$ cat config.mk
export PLATFORM = sky130hd
export DESIGN_NAME = gx4000_asic_unlock_snoop_flat
export DESIGN_NICKNAME = d
export VERILOG_FILES = /design/src/rtl/gx4000_asic_unlock_snoop_pkg.sv /design/src/rtl/gx4000_asic_unlock_snoop_if.sv /design/src/rtl/gx4000_asic_unlock_snoop.sv /design/src/flat_wrapper.sv
export SDC_FILE = /design/constraint.sdc
export NUM_CORES = 1
export LEC_CHECK = 0
export BUFFER_PORTS_ARGS = -buffer_cell sky130_fd_sc_hd__buf_2
export CORE_AREA = 2 2 67 69
export CTS_CLUSTER_DIAMETER = 100
export DETAILED_ROUTE_END_ITERATION = 8
export DIE_AREA = 0 0 69 71
export PLACE_DENSITY_LB_ADDON = 0.08
export SYNTH_ARGS = -nofsm -noshare
export SYNTH_HDL_FRONTEND = slang
export SYNTH_SLANG_ARGS = --single-unit
$ cat constraint.sdc
create_clock -name clk_sys -period 2.1 [get_ports clk_sys]
set_input_delay 0.105 -clock clk_sys [delete_from_list [all_inputs] [get_ports clk_sys]]
set_output_delay 0.105 -clock clk_sys [all_outputs]
set_load 0.03 [all_outputs]
$ cat src/rtl/gx4000_asic_unlock_snoop_pkg.sv
// Shared constants for the GX4000/Plus ASIC block: unlock sequence and CRTC port decode.
package gx4000_pkg;

    localparam int unsigned SEQ_LEN = 17;

    typedef logic [4:0] seq_idx_t;

    localparam seq_idx_t UNLOCK_KEY_IDX = 5'd16;
    localparam logic [7:0] UNLOCK_BYTE = 8'hEE;

    // Index 0 is the least significant byte: FF 00 FF 77 B3 51 A8 D4 62 39 9C 46 2B 15 8A CD EE.
    localparam logic [SEQ_LEN-1:0][7:0] UNLOCK_SEQ = {
        8'hEE, 8'hCD, 8'h8A, 8'h15, 8'h2B, 8'h46, 8'h9C, 8'h39, 8'h62,
        8'hD4, 8'hA8, 8'h51, 8'hB3, 8'h77, 8'hFF, 8'h00, 8'hFF
    };

    // CRTC register-select port: A14=0, A9=0, A8=0 (e.g. &BC00).
    localparam logic [15:0] CRTC_SEL_MASK  = 16'h4300;
    localparam logic [15:0] CRTC_SEL_MATCH = 16'h0000;

    function automatic logic port_hit(input logic [15:0] addr, input logic [15:0] mask,
                                      input logic [15:0] match);
        return (addr & mask) == match;
    endfunction

endpackage

$ cat src/rtl/gx4000_asic_unlock_snoop_if.sv
// Z80 I/O write bus as seen by the ASIC snoop logic.
interface gx4000_asic_unlock_snoop_if;
    logic [15:0] io_addr;
    logic [7:0]  io_data;
    logic        io_wr;

    modport master (output io_addr, output io_data, output io_wr);
    modport slave  (input io_addr, input io_data, input io_wr);
endinterface

$ cat src/rtl/gx4000_asic_unlock_snoop.sv
// Snoops CRTC select-port writes, matches the 17-byte ASIC unlock sequence and tracks the lock.
module gx4000_asic_unlock_snoop
    import gx4000_pkg::*;
#(
    parameter logic [15:0] SEL_MASK      = CRTC_SEL_MASK,
    parameter logic [15:0] SEL_MATCH     = CRTC_SEL_MATCH,
    parameter bit          LOCK_ON_RESET = 1'b1
) (
    input  logic                         clk_sys,
    input  logic                         reset,
    input  logic                         plus_enable,
    input  logic                         force_unlock,
    gx4000_asic_unlock_snoop_if.slave    io,
    output logic                         asic_locked,
    output logic                         unlock_pulse,
    output logic                         lock_pulse,
    output seq_idx_t                     seq_index
);

    logic     io_wr_q;
    seq_idx_t seq_q, seq_d;
    logic     locked_q, locked_d;
    logic     unlock_pulse_q, unlock_pulse_d;
    logic     lock_pulse_q, lock_pulse_d;
    logic     sel_hit;
    logic     wr_event;

    assign sel_hit  = port_hit(io.io_addr, SEL_MASK, SEL_MATCH);
    assign wr_event = io.io_wr & ~io_wr_q & plus_enable & sel_hit;

    always_comb begin
        seq_d    = seq_q;
        locked_d = locked_q;

        if (wr_event) begin
            if (seq_q == UNLOCK_KEY_IDX) begin
                // Final byte: EE unlocks, anything else deliberately relocks.
                seq_d    = '0;
                locked_d = (io.io_data != UNLOCK_BYTE);
            end else if (io.io_data == UNLOCK_SEQ[seq_q]) begin
                seq_d = seq_q + 5'd1;
            end else if (io.io_data == UNLOCK_SEQ[0]) begin
                seq_d = 5'd1;
            end else begin
                seq_d = '0;
            end
        end

        if (force_unlock) begin
            locked_d = 1'b0;
        end

        if (!plus_enable) begin
            seq_d    = '0;
            locked_d = LOCK_ON_RESET;
        end

        unlock_pulse_d = plus_enable & locked_q & ~locked_d;
        lock_pulse_d   = plus_enable & ~locked_q & locked_d;
    end

    always_ff @(posedge clk_sys) begin
        if (reset) begin
            io_wr_q        <= 1'b0;
            seq_q          <= '0;
            locked_q       <= LOCK_ON_RESET;
            unlock_pulse_q <= 1'b0;
            lock_pulse_q   <= 1'b0;
        end else begin
            io_wr_q        <= io.io_wr;
            seq_q          <= seq_d;
            locked_q       <= locked_d;
            unlock_pulse_q <= unlock_pulse_d;
            lock_pulse_q   <= lock_pulse_d;
        end
    end

    assign asic_locked  = locked_q;
    assign unlock_pulse = unlock_pulse_q;
    assign lock_pulse   = lock_pulse_q;
    assign seq_index    = seq_q;

endmodule

$ cat src/flat_wrapper.sv
// flat-port wrapper written by rule: the top's interface ports become plain ports
module gx4000_asic_unlock_snoop_flat import gx4000_pkg::*;
#(
    parameter logic [15:0] SEL_MASK      = CRTC_SEL_MASK,
    parameter logic [15:0] SEL_MATCH     = CRTC_SEL_MATCH,
    parameter bit          LOCK_ON_RESET = 1'b1
)
  (clk_sys, reset, plus_enable, force_unlock, asic_locked, unlock_pulse, lock_pulse, seq_index, io_io_addr, io_io_data, io_io_wr);
  gx4000_asic_unlock_snoop_if io_i ();
  input  logic clk_sys;
  input  logic reset;
  input  logic plus_enable;
  input  logic force_unlock;
  output logic asic_locked;
  output logic unlock_pulse;
  output logic lock_pulse;
  output seq_idx_t seq_index;
  input wire logic [$bits(io_i.io_addr)-1:0] io_io_addr;
  input wire logic [$bits(io_i.io_data)-1:0] io_io_data;
  input wire logic [$bits(io_i.io_wr)-1:0] io_io_wr;
  assign io_i.io_addr = io_io_addr;
  assign io_i.io_data = io_io_data;
  assign io_i.io_wr = io_io_wr;
  gx4000_asic_unlock_snoop #(.SEL_MASK(SEL_MASK), .SEL_MATCH(SEL_MATCH), .LOCK_ON_RESET(LOCK_ON_RESET)) u_core (.clk_sys(clk_sys), .reset(reset), .plus_enable(plus_enable), .force_unlock(force_unlock), .io(io_i), .asic_locked(asic_locked), .unlock_pulse(unlock_pulse), .lock_pulse(lock_pulse), .seq_index(seq_index));
endmodule
==> results list, run 1 <==
- Net count reported at finish: 219
- Pin count of the biggest net entering global routing: 10
- After synthesis, the netlist uses 50 different library cells.
* Die Y: 71 µm
- TritonCTS Buffers: 3
- Summed over all nets, the half-perimeter wirelength after detailed placement is 2.65 mm.
* Starting Density: 28.7%
* TritonCTS clock tree: done
* Worst path required time: 2.23 ns
* Number of I/O port buffers: 23
* Depth of the worst register-to-register path: 10
* Final weighted congestion in routability-driven placement: 0.890
- The worst hold path begins at force_unlock.
* Max rail drop VDD: 126 µV
* Clock latency at the later pin of the worst-skew pair: 0.25 ns
- Portion of the clock cycle consumed by the worst path in the final layout: 104%
* Width of the die: 69 µm
- The first global-routing pass estimated 5.67 mm of wire.
- In this run the remaining antenna-violating nets after routing total 0.
- The number of global-route vias before repair came to 1,192.
* Unrepaired setup endpoints after global routing: true
- Wirelength per Cell: 14.7 µm
- Of all flip-flops after synthesis, the portion carrying an async set or reset was 0%.
* Violated checks: negative setup slack
- Placed Instances: 223
* Total number of yosys warnings: 0
- Site Rows: 24
* Netlist area before placement: 1210 µm²
* Transition time at the pin with the least slew margin: 0.400 ns
- Count of inserted antenna diode cells: 0
- The library cell used most frequently in the layout, excluding fill and tap cells, is buf_4.
- The analysis attributes to cell leakage a power of 0.836 nW.
- Max-cap violations in this run came to 0.
- The final route contains 1,165 vias.
* Detailed-route wire length: 3.43 mm
- GRT Resource Usage Total: 14.2%
* WHS Path Cells: 2
- The initial antenna violation count is 0.
- Worst hold path endpoint: u_core.lock_pulse$_SDFF_PP0_
* GR Overflow Total: 0
- Synthesis-stage register bit count: 17
- After synthesis, the cell types taking the most area are dfxtp_1 (28%), ha_1 (8.3%), xnor2_1 (5.8%).
* Startpoint type of the worst setup path: flip-flop
- Overall power consumption after layout is estimated at 641 µW.
- 37 I/O pins were placed.
* Count of flip-flops with a built-in enable after synthesis: 0
* Data arrival time of the critical path: 2.31 ns
* Launching point of the worst reg2reg path: u_core.seq_index[1]$_SDFFE_PP0N_
* Flop-to-flop setup slack: -0.08 ns
- Relative to the synthesized area, the layout overhead comes to 54.3%.
- The synthesized design devotes to its leading area cell type 28.2% of total area.
- After clock tree synthesis, the clock-pin slew on the worst setup and hold paths is 0.06 ns.
- Once routing completed, OpenROAD measured the worst setup slack at -0.0797 ns.
* Via/cell ratio: 5.00
- Count of mapped cells out of synthesis: 124
- The core region is 4200 µm².
- The first detailed-routing pass ran for 5 iterations.
- The count of final max-slew check failures is 0.
* Worst-path fanout max: 5
- Static timing analysis puts the maximum clock frequency at 459 MHz.
- The clock net in this run drives a total of 17 sinks.
- In the final timing run, aggregate negative setup slack is -0.195 ns.
* Worst-case headroom to the max-slew limit: 73.2%
- Excluding fillers, the count of instances in the completed layout stands at 233.
* Final routed DRC violation total: 0
- Maximum level of the CTS H-tree: 1
* Final min period: 2.18 ns
- The tightest min-delay check is of the primary input to flip-flop type.
- The first routing iteration left 60 violations.
* Post-synthesis area per instance: 9.75 µm²
- Final worst clock skew: 0.00206 ns
- For this design the ratio of total power to cell area is 344 nW/µm².
- Critical Path Sink Type: flip-flop
* Seq/Total Area, Yosys: 28.2%
- Final setup violation count: 4
- Of the cells placed in the final design, the portion with a size suffix greater than 1 is 57.5%.
- In the layout the commonest cells are buf_4 (29), buf_2 (23), dfxtp_1 (13), nor2_1 (10).
- Outcome: complete, but fails checks
* Post-synthesis cell type with the largest combined area: dfxtp_1
* Number of hold violations in the final report: 0
* Number of buffers on the longest clock path: 2
* Syn nets: 161
- Die footprint: 4900 µm²
- The critical path in this run is classified as flip-flop to flip-flop.
* Dominant synthesized flop cell: dfxtp_1
- Root Driver: clkbuf_8
[cell usage after synthesis, types with 3 or more instances]
master     n
nor2_1    11
inv_1      6
xnor2_1    8
dfxtp_1   17
ha_1       8
nand4_1    5
a211oi_2   4
nor3_1     6
a21oi_1    3
[routing by layer]
metal | vias to the layer above | wire [µm] | track usage (%)
met5 | - | 0 | 0
met4 | 0 | 51 | 5.66
met3 | 7 | 91 | 1.71
met2 | 32 | 1700 | 24.1
met1 | 542 | 1590 | 18.4
li1 | 584 | - | -
[worst max path at each step]
stage,end,start
floorplan,flip-flop,u_core.seq_index[0]$_SDFFE_PP0N_
global placement,flip-flop,flip-flop
detailed placement,flip-flop,u_core.io_wr_q$_SDFF_PP0_
CTS,flip-flop,u_core.seq_index[0]$_SDFFE_PP0N_
global route,flip-flop,u_core.io_wr_q$_SDFF_PP0_
finish,flip-flop,u_core.seq_index[1]$_SDFFE_PP0N_
[timing repair]
action,CTS,global route
buffers inserted,5,1
gates resized for setup,14,19
hold buffers,0,0
pin swaps,13,12
cloned,0,0
setup endpoints to repair,6,8
[metrics by stage]
step / instance area [µm²] / setup WS (ns) / utilization, % / hold slack [ns]
floorplan: 1240 / 0.0156 / - / 0.177
finish: 1870 / -0.0797 / 44.4 / 0.0255
detailed placement: 1600 / -0.107 / 38.0 / 0.282
global route: 1870 / -0.169 / 44.4 / 0.0250
global placement: 1600 / -0.118 / 38.0 / 0.281
CTS: 1740 / -0.0939 / 41.5 / 0.0181
[critical path: stages, from the launching register on]
cell and delay [ns]:
dfxtp_4 0.38, inv_4 0.04, ha_4 0.16, nand4bb_4 0.11, nand4_1 0.14, o32ai_4 0.32, a22o_4 0.24, ha_4 0.17
a211o_1 0.16, a21oi_1 0.07, a221o_1 0.28
[logic make-up after synthesis]
kind of cell | Yosys count | share of synthesized area, %
AND/OR/NAND/NOR | 48 | 27.6
AO/OA/AOI/OAI | 30 | 24.3
flip-flops | 17 | 28.2
buffers and inverters | 13 | 5.80
XOR/XNOR | 8 | 5.80
adder cells (fa/ha/maj) | 8 | 8.28
[cell type report]
cell class	instances	area, µm²
inverter	11	61.3
timing repair buffer	55	367
clock buffer	4	45.0
fill	439	2340
sequential	17	350
multi-input combinational	94	977
tap	52	65.1
[power breakdown]
part	internal, mW	switching [mW]	leakage (nW)	total [mW]
combinational	0.0358	0.0414	0.673	0.0772
sequential	0.323	0.00101	0.141	0.324
clock	0.134	0.106	0.0228	0.240
Note: power is estimated with default switching activity, not from simulation.
==> run 2, diff against run 1 <==
--- a/config.mk
+++ b/config.mk
@@ -6,10 +6,10 @@
 export NUM_CORES = 1
 export LEC_CHECK = 0
 export BUFFER_PORTS_ARGS = -buffer_cell sky130_fd_sc_hd__buf_2
-export CORE_AREA = 2 2 67 69
+export CORE_AREA = 2 2 57 81
 export CTS_CLUSTER_DIAMETER = 100
 export DETAILED_ROUTE_END_ITERATION = 8
-export DIE_AREA = 0 0 69 71
+export DIE_AREA = 0 0 59 83
 export PLACE_DENSITY_LB_ADDON = 0.08
 export SYNTH_ARGS = -nofsm -noshare
 export SYNTH_HDL_FRONTEND = slang
==> run 2 against run 1 <==
The flow still finishes with violations (negative setup slack); register-to-register slack is essentially flat; combinational power rose by 2%; non-clock buffer count rose by 3; design area grew 1.0%; final cell count down 1.7%; critical path type unchanged.
==> results list, run 2 (synthesized netlist as in run 1, its figures left out) <==
* Outcome: complete, but fails checks
* Violated checks: negative setup slack
- GR Overflow Total: 0 (unchanged)
- The number of vias per cell was 5.28 (+5.6%).
- The accumulated negative setup slack is -0.183 ns (+0.0119 ns).
* Starting Density: 29.2% (+0.49 points)
- The worst clock skew came to 0.00323 ns (+0.00117 ns).
- Transition time at the pin with the least slew margin: 0.439 ns (+0.0391 ns)
* Detailed-route wire length: 3.58 mm (+4.2%)
* Share of cells above drive strength 1: 60.9% (+3.4 points)
* Drt first-iter violations: 49 (-18%)
* Hpwl dp: 2.83 mm (+6.5%)
* Launching point of the worst reg2reg path: u_core.seq_index[1]$_SDFFE_PP0N_
* Wirelength per Cell: 15.6 µm (+6.0%)
- Via count of the first global-routing pass: 1,258 (+5.5%)
* Worst-case headroom to the max-slew limit: 70.5% (-2.7 points)
- The die boundary width is 59 µm (-14%).
- The die height was 83 µm (+17%).
* Highest Clock Rate: 460 MHz (+0.33%)
- TritonCTS built the clock tree.
* Number of top-level pins: 37 (unchanged)
- Crit path launch: u_core.seq_index[1]$_SDFFE_PP0N_
- The hold violation count in the final report was 0 (unchanged).
- Unrepaired setup endpoints after global routing: true
- The min-delay analysis places its worst path in the category primary input to flip-flop.
- Count of inserted antenna diode cells: 0 (unchanged)
* Worst-path fanout max: 5 (unchanged)
- The site row count is 28 (+17%).
- Final min period: 2.17 ns (-0.00712 ns)
* Count of maximum capacitance violations: 0 (unchanged)
* Data arrival time of the critical path: 2.31 ns (about the same)
* Pin count of the biggest net entering global routing: 11 (+1)
* Max rail drop VDD: 112 µV (-11%)
- The CTS H-tree depth is 1 (unchanged).
- The quantity of I/O buffers inserted on ports is 23 (unchanged).
* Min-delay src: force_unlock
- The wire length of the first global-routing pass came to 5.91 mm (+4.3%).
- Total Power Consumption: 643 µW (+0.24%)
- Clock latency at the later pin of the worst-skew pair: 0.25 ns (about the same)
- The minimum hold slack is 0.0210 ns (-0.00445 ns).
- Net count reported at finish: 222 (+1.4%)
* Final weighted congestion in routability-driven placement: 0.805 (-9.6%)
- The area enclosed by the die boundary was 4900 µm² (about the same).
- The cell area power density was 341 nW/µm² (-0.76%).
* Critical path class: flip-flop to flip-flop
* Startpoint type of the worst setup path: flip-flop
* Worst path required time: 2.24 ns (about the same)
- The library cell used most frequently in the layout, excluding fill and tap cells, is buf_4.
- Leaving out fill and tap cells, the most frequent cells in the layout are buf_4 (31), buf_2 (23), dfxtp_1 (12), nor2_1 (10).
- Final design instance area without fill: 1880 µm² (+1.0%)
- TritonCTS Buffers: 3 (unchanged)
- Final routed DRC violation total: 0 (unchanged)
* Critical Path Sink Type: flip-flop
- Compared with the post-synthesis result, the final layout area differs by 55.9%.
- The number of hold buffers added after CTS was 0 (unchanged).
* Count of vias placed by the detailed router: 1,209 (+3.8%)
- The leakage component of the power is 0.843 nW (+0.77%).
* GRT Resource Usage Total: 15.6% (+1.4 points)
- The pre-CTS setup slack came to -0.119 ns (-0.0120 ns).
- Root Driver: clkbuf_8
- 1st-pass router iterations: 4 (-1)
- The number of nets with antenna violations after detailed routing is 0 (unchanged).
* Total cell area at the placement stage: 1590 µm² (-0.55%)
- Area of the core: 4130 µm² (-1.7%)
- The worst reg2reg path depth came to 10 (unchanged).
* Number of antenna violations at the first check in global routing: 0 (unchanged)
- The count of final max-slew check failures was 0 (unchanged).
- Portion of the clock cycle consumed by the worst path in the final layout: 103% (-0.34 points)
- Sinks on the clock net: 17 (unchanged)
- The minimum setup slack in the final design came to -0.0726 ns (+0.00712 ns).
- WHS Path Cells: 2 (unchanged)
- Number of buffers on the longest clock path: 2 (unchanged)
* Final setup violation count: 6 (+2)
* Clock input transition at the sequential cells of the worst setup and hold paths: 0.07 ns (about the same)
run 2: changes by cell type in the layout (fill, tap and decap cells not counted), sizes merged:
cell	before	now
buf	55	58
clkbuf	4	3
clkinv	1	2
run 2: routing by layer:
layer	GRT usage [%]	vias to the layer above	wire [µm]
met5	0	-	0
met4	5.79	0	70
met3	1.56	6	69
met2	29.9	17	2080
met1	16.5	594	1360
li1	-	592	-
run 2: critical path, cell delays in order, from the launching register on:
cell and delay [ns]:
dfxtp_4 0.38, inv_4 0.04, ha_4 0.16, nand4bb_4 0.11, nand4_1 0.14, o32ai_4 0.32
a22o_4 0.23, ha_4 0.17, a211o_1 0.18, a21oi_2 0.07, a221o_1 0.26
run 2: layout make-up:
cell class              count  area, µm²
repair buffers             58        393
clock inverters             1       5.00
fillers                   433       2250
flip-flops and latches     17        352
inverters                  11       63.8
well taps                  45       56.3
clock buffers               3       41.3
multi-input cells          94        973
run 2: what timing repair did:
item	in CTS	in global routing
hold endpoints to repair	0	0
pin swaps	15	10
setup buffers	7	2
endpoints found under the setup margin	8	8
resized for setup	22	15
run 2: power breakdown:
group	internal, mW	switching (mW)
combinational	0.0382	0.0403
sequential	0.323	0.000969
clock	0.132	0.109
total	0.493	0.150
run 2: path summary, 6_finish.rpt:
kind	end	slack, ns
setup / recovery	flip-flop	-0.07
hold / removal	u_core.lock_pulse$_SDFF_PP0_	0.02
setup reg to reg	flip-flop	-0.07
hold reg to reg	u_core.lock_pulse$_SDFF_PP0_	0.44
run 2: stage by stage:
stage	utilization [%]	cells
floorplan	-	124
global placement	38.4	216
detailed placement	38.4	216
CTS	43.5	227
global route	45.6	229
finish	45.6	229
==> run 3, diff against run 2 <==
--- a/config.mk
+++ b/config.mk
@@ -5,11 +5,12 @@
 export SDC_FILE = /design/constraint.sdc
 export NUM_CORES = 1
 export LEC_CHECK = 0
+export ABC_AREA = 1
 export BUFFER_PORTS_ARGS = -buffer_cell sky130_fd_sc_hd__buf_2
-export CORE_AREA = 2 2 57 81
+export CORE_AREA = 2 2 58 82
 export CTS_CLUSTER_DIAMETER = 100
 export DETAILED_ROUTE_END_ITERATION = 8
-export DIE_AREA = 0 0 59 83
+export DIE_AREA = 0 0 60 84
 export PLACE_DENSITY_LB_ADDON = 0.08
 export SYNTH_ARGS = -nofsm -noshare
 export SYNTH_HDL_FRONTEND = slang
==> run 3 against run 2 <==
The run now ends clean; combinational power shrank 17%; area after synthesis grew 4.1%; critical path depth grew 4; critical path type unchanged.
==> results list, run 3 <==
- Count of mapped cells out of synthesis: 192 (+55%)
- Post-synthesis cell type with the largest combined area: dfxtp_1
- GRT Resource Usage Total: 13.1% (-2.5 points)
* Number of I/O port buffers: 23 (unchanged)
- Startpoint type of the worst setup path: flip-flop
* Outcome: completed
* Slowest cell on crit path: dfxtp_1
- CP peak stage delay: 0.31 ns (-0.07 ns)
- In the layout the commonest cells are nand2_1 (58), inv_1 (29), buf_2 (23), dfxtp_1 (15), buf_4 (15).
- The clock insertion delay at the later pin of the skew report is 0.25 ns (about the same).
* Pwr dens: 392 nW/µm² (+15%)
- Root Driver: clkbuf_8
- The effective utilization at floorplan is 28.7% (-0.57 points).
* Site Rows: 29 (+3.6%)
* Post-synthesis area per instance: 6.56 µm² (-33%)
* Antenna Nets Post-Route: 0 (unchanged)
- The clock-pin slew on the worst setup and hold paths came to 0.07 ns (about the same).
* Hold buffer count at cts: 0 (unchanged)
- The most numerous cell type found on the critical path is nand2_1.
* Wirelength per Cell: 10.3 µm (-34%)
- TritonCTS clock tree: done
* Number of top-level pins: 37 (unchanged)
- Unrepaired setup endpoints after global routing: false
- The number of clock sinks came to 17 (unchanged).
- The layout cell share with drive strength beyond 1 came to 34.1% (-27 points).
- Data arrival time of the critical path: 2.06 ns (-0.25 ns)
- The worst slew margin relative to its limit is 75.7% (+5.2 points).
- The number of nets at the end of the flow was 270 (+22%).
* Worst hold path type: primary input to flip-flop
- Number of hold violations in the final report: 0 (unchanged)
- The count of buffering cells on the critical path with inverters included came to 3 (+2).
* Drt first-iter violations: 28 (-43%)
* Width of the die: 60 µm (+1.7%)
- Syn nets: 229 (+42%)
- Share of synthesized flip-flops with an asynchronous set or reset: 0% (unchanged)
- The area of the core is 4390 µm² (+6.2%).
* Count of flip-flops with a built-in enable after synthesis: 0 (unchanged)
* Critical path class: flip-flop to flip-flop
* Dominant synthesized flop cell: dfxtp_1
- Hpwl dp: 2.57 mm (-9.2%)
- The maximum VDD drop is 161 µV (+44%).
* TritonCTS Buffers: 3 (unchanged)
- Number of buffers on the longest clock path: 2 (unchanged)
- Critical Path Sink Type: flip-flop
- The wire length reported by the detailed router is 3.03 mm (-15%).
- The final setup violation count was 0 (-6).
- The maximum number of pins on one net before global-route repair came to 13 (+2).
- Via count of the first global-routing pass: 1,219 (-3.1%)
- Placed Instances: 288 (+33%)
* Die Y: 84 µm (+1.2%)
* Transition time at the pin with the least slew margin: 0.362 ns (-0.0778 ns)
- The max-cap violation count was 0 (unchanged).
- The number of antenna diodes is 0 (unchanged).
* 1st-pass router iterations: 4 (unchanged)
- Pins Over Slew Limit: 0 (unchanged)
- The non-filler instance count after layout was 294 (+28%).
- Cell breakdown of the critical path: xnor2_1, nand2_1, nor2_2, buf_4, nand3_1, nand2_2, nand2_4, ha_1, inv_1, nand2_2, nand2_1, o21ai_1, inv_1, nand2_1
- Library cell with the highest instance count after synthesis: nand2_1
- The leakage component of the power was 0.897 nW (+6.4%).
* Area contributors post-synth: dfxtp_1 (27%), nand2_1 (19%), inv_1 (8.9%)
* Final routed DRC violation total: 0 (unchanged)
- Final worst clock skew: 0.00216 ns (-0.00107 ns)
- The total grt overflow was 0 (unchanged).
- Count of vias placed by the detailed router: 1,224 (+1.2%)
* Wire length of the first global-routing pass: 5.03 mm (-15%)
- The number of different library cells in the post-synthesis netlist was 27 (-46%).
- The maximum fanout encountered on the critical timing path came to 5 (unchanged).
- Stages on the worst setup path: 14 (+4)
* TNS Setup: 0 ns (+0.183 ns)
* Cell family with the largest share of critical-path delay: simple AND/OR/NAND/NOR gates
- The worst endpoint required time was 2.24 ns (about the same).
* Final weighted congestion in routability-driven placement: 0.812 (+0.81%)
- The worst reg2reg path depth came to 14 (+4).
* Portion of the clock cycle consumed by the worst path in the final layout: 91.1% (-12 points)
* Netlist area before placement: 1260 µm² (+4.1%)
- From synthesis to final layout, the design area changed by 28.8%.
- Most common cell after layout, fill and taps aside: nand2_1
- The number of vias per cell came to 4.16 (-21%).
- Seq/Total Area, Yosys: 27.0% (-1.1 points)
* Final min period: 1.91 ns (-0.259 ns)
- The initial antenna violation count is 0 (unchanged).
* Maximum level of the CTS H-tree: 1 (unchanged)
* Area share of the largest cell type after synthesis: 27.0% (-1.1 points)
- The count of synthesis-stage warnings from yosys came to 0 (unchanged).
- Synthesis-stage register bit count: 17 (unchanged)
* WHS Path Cells: 2 (unchanged)
* Die footprint: 5040 µm² (+2.9%)
* Commonest cells post-synth: nand2_1 (63), inv_1 (30), dfxtp_1 (17), nor2_1 (14), nand2_2 (9)
- The fmax was 523 MHz (+14%).
==> run 3: where the power goes <==
| part | internal [mW] | leakage, nW | total [mW] | switching, mW |
|---|---|---|---|---|
| combinational | 0.0272 | 0.732 | 0.0648 | 0.0376 |
| sequential | 0.325 | 0.139 | 0.327 | 0.00123 |
| clock | 0.131 | 0.0255 | 0.244 | 0.113 |
| total | 0.484 | 0.897 | 0.635 | 0.151 |
==> run 3: what timing repair did <==
item                       in CTS  in global routing
gates resized for setup         0                 11
buffers inserted                0                  2
setup endpoints to repair       0                  7
==> run 3: logic make-up after synthesis <==
| logic type | synth area share [%] |
|---|---|
| flip-flops | 27.0 |
| AO/OA/AOI/OAI | 5.67 |
| adder cells (fa/ha/maj) | 7.95 |
| buffers and inverters | 12.4 |
| AND/OR/NAND/NOR | 42.7 |
| XOR/XNOR | 4.17 |
==> run 3: area by class of cell <==
cell class / count / area, µm²
fill: 505 / 2770
multi-input combinational: 138 / 793
sequential: 17 / 343
timing repair buffer: 38 / 228
inverter: 35 / 134
tap: 62 / 77.6
clock buffer: 3 / 41.3
clock inverter: 1 / 5.00
==> run 3: worst register-to-register path, delay by kind of cell (launching register included) <==
family          cells  cell delay, ns
buf+inv             3            0.28
fa+ha+maj           1            0.30
compound gates      1            0.06
flops               1            0.31
xor+xnor            1            0.15
simple gates        8            0.72
==> run 3: metal layers <==
| layer | routed length (µm) | global-route usage [%] | up-vias |
|---|---|---|---|
| li1 | - | - | 662 |
| met1 | 1250 | 13.2 | 545 |
| met2 | 1680 | 25.2 | 15 |
| met3 | 65 | 1.86 | 2 |
| met4 | 30 | 4.85 | 0 |
| met5 | 0 | 0 | - |
==> run 3: through the flow <==
step	hold WS (ns)	setup slack [ns]	util, %	power [mW]	area (µm²)
finish	0.0614	0.186	36.9	0.635	1620
global route	0.0621	0.00295	36.9	0.674	1620
CTS	0.0585	0.0532	35.9	0.645	1580
detailed placement	0.329	0.0760	34.8	0.397	1530
global placement	0.332	0.0662	34.8	0.397	1530
floorplan	0.176	0.0766	-	0.369	1260
==> run 3: final timing paths <==
kind / from / end / slack (ns)
worst max-delay path: flip-flop / flip-flop / 0.19
worst min-delay path: reset / u_core.io_wr_q$_SDFF_PP0_ / 0.06
worst max register to register: flip-flop / flip-flop / 0.19
worst min register to register: u_core.asic_locked$_SDFF_PP1_ / u_core.unlock_pulse$_SDFF_PP0_ / 0.46
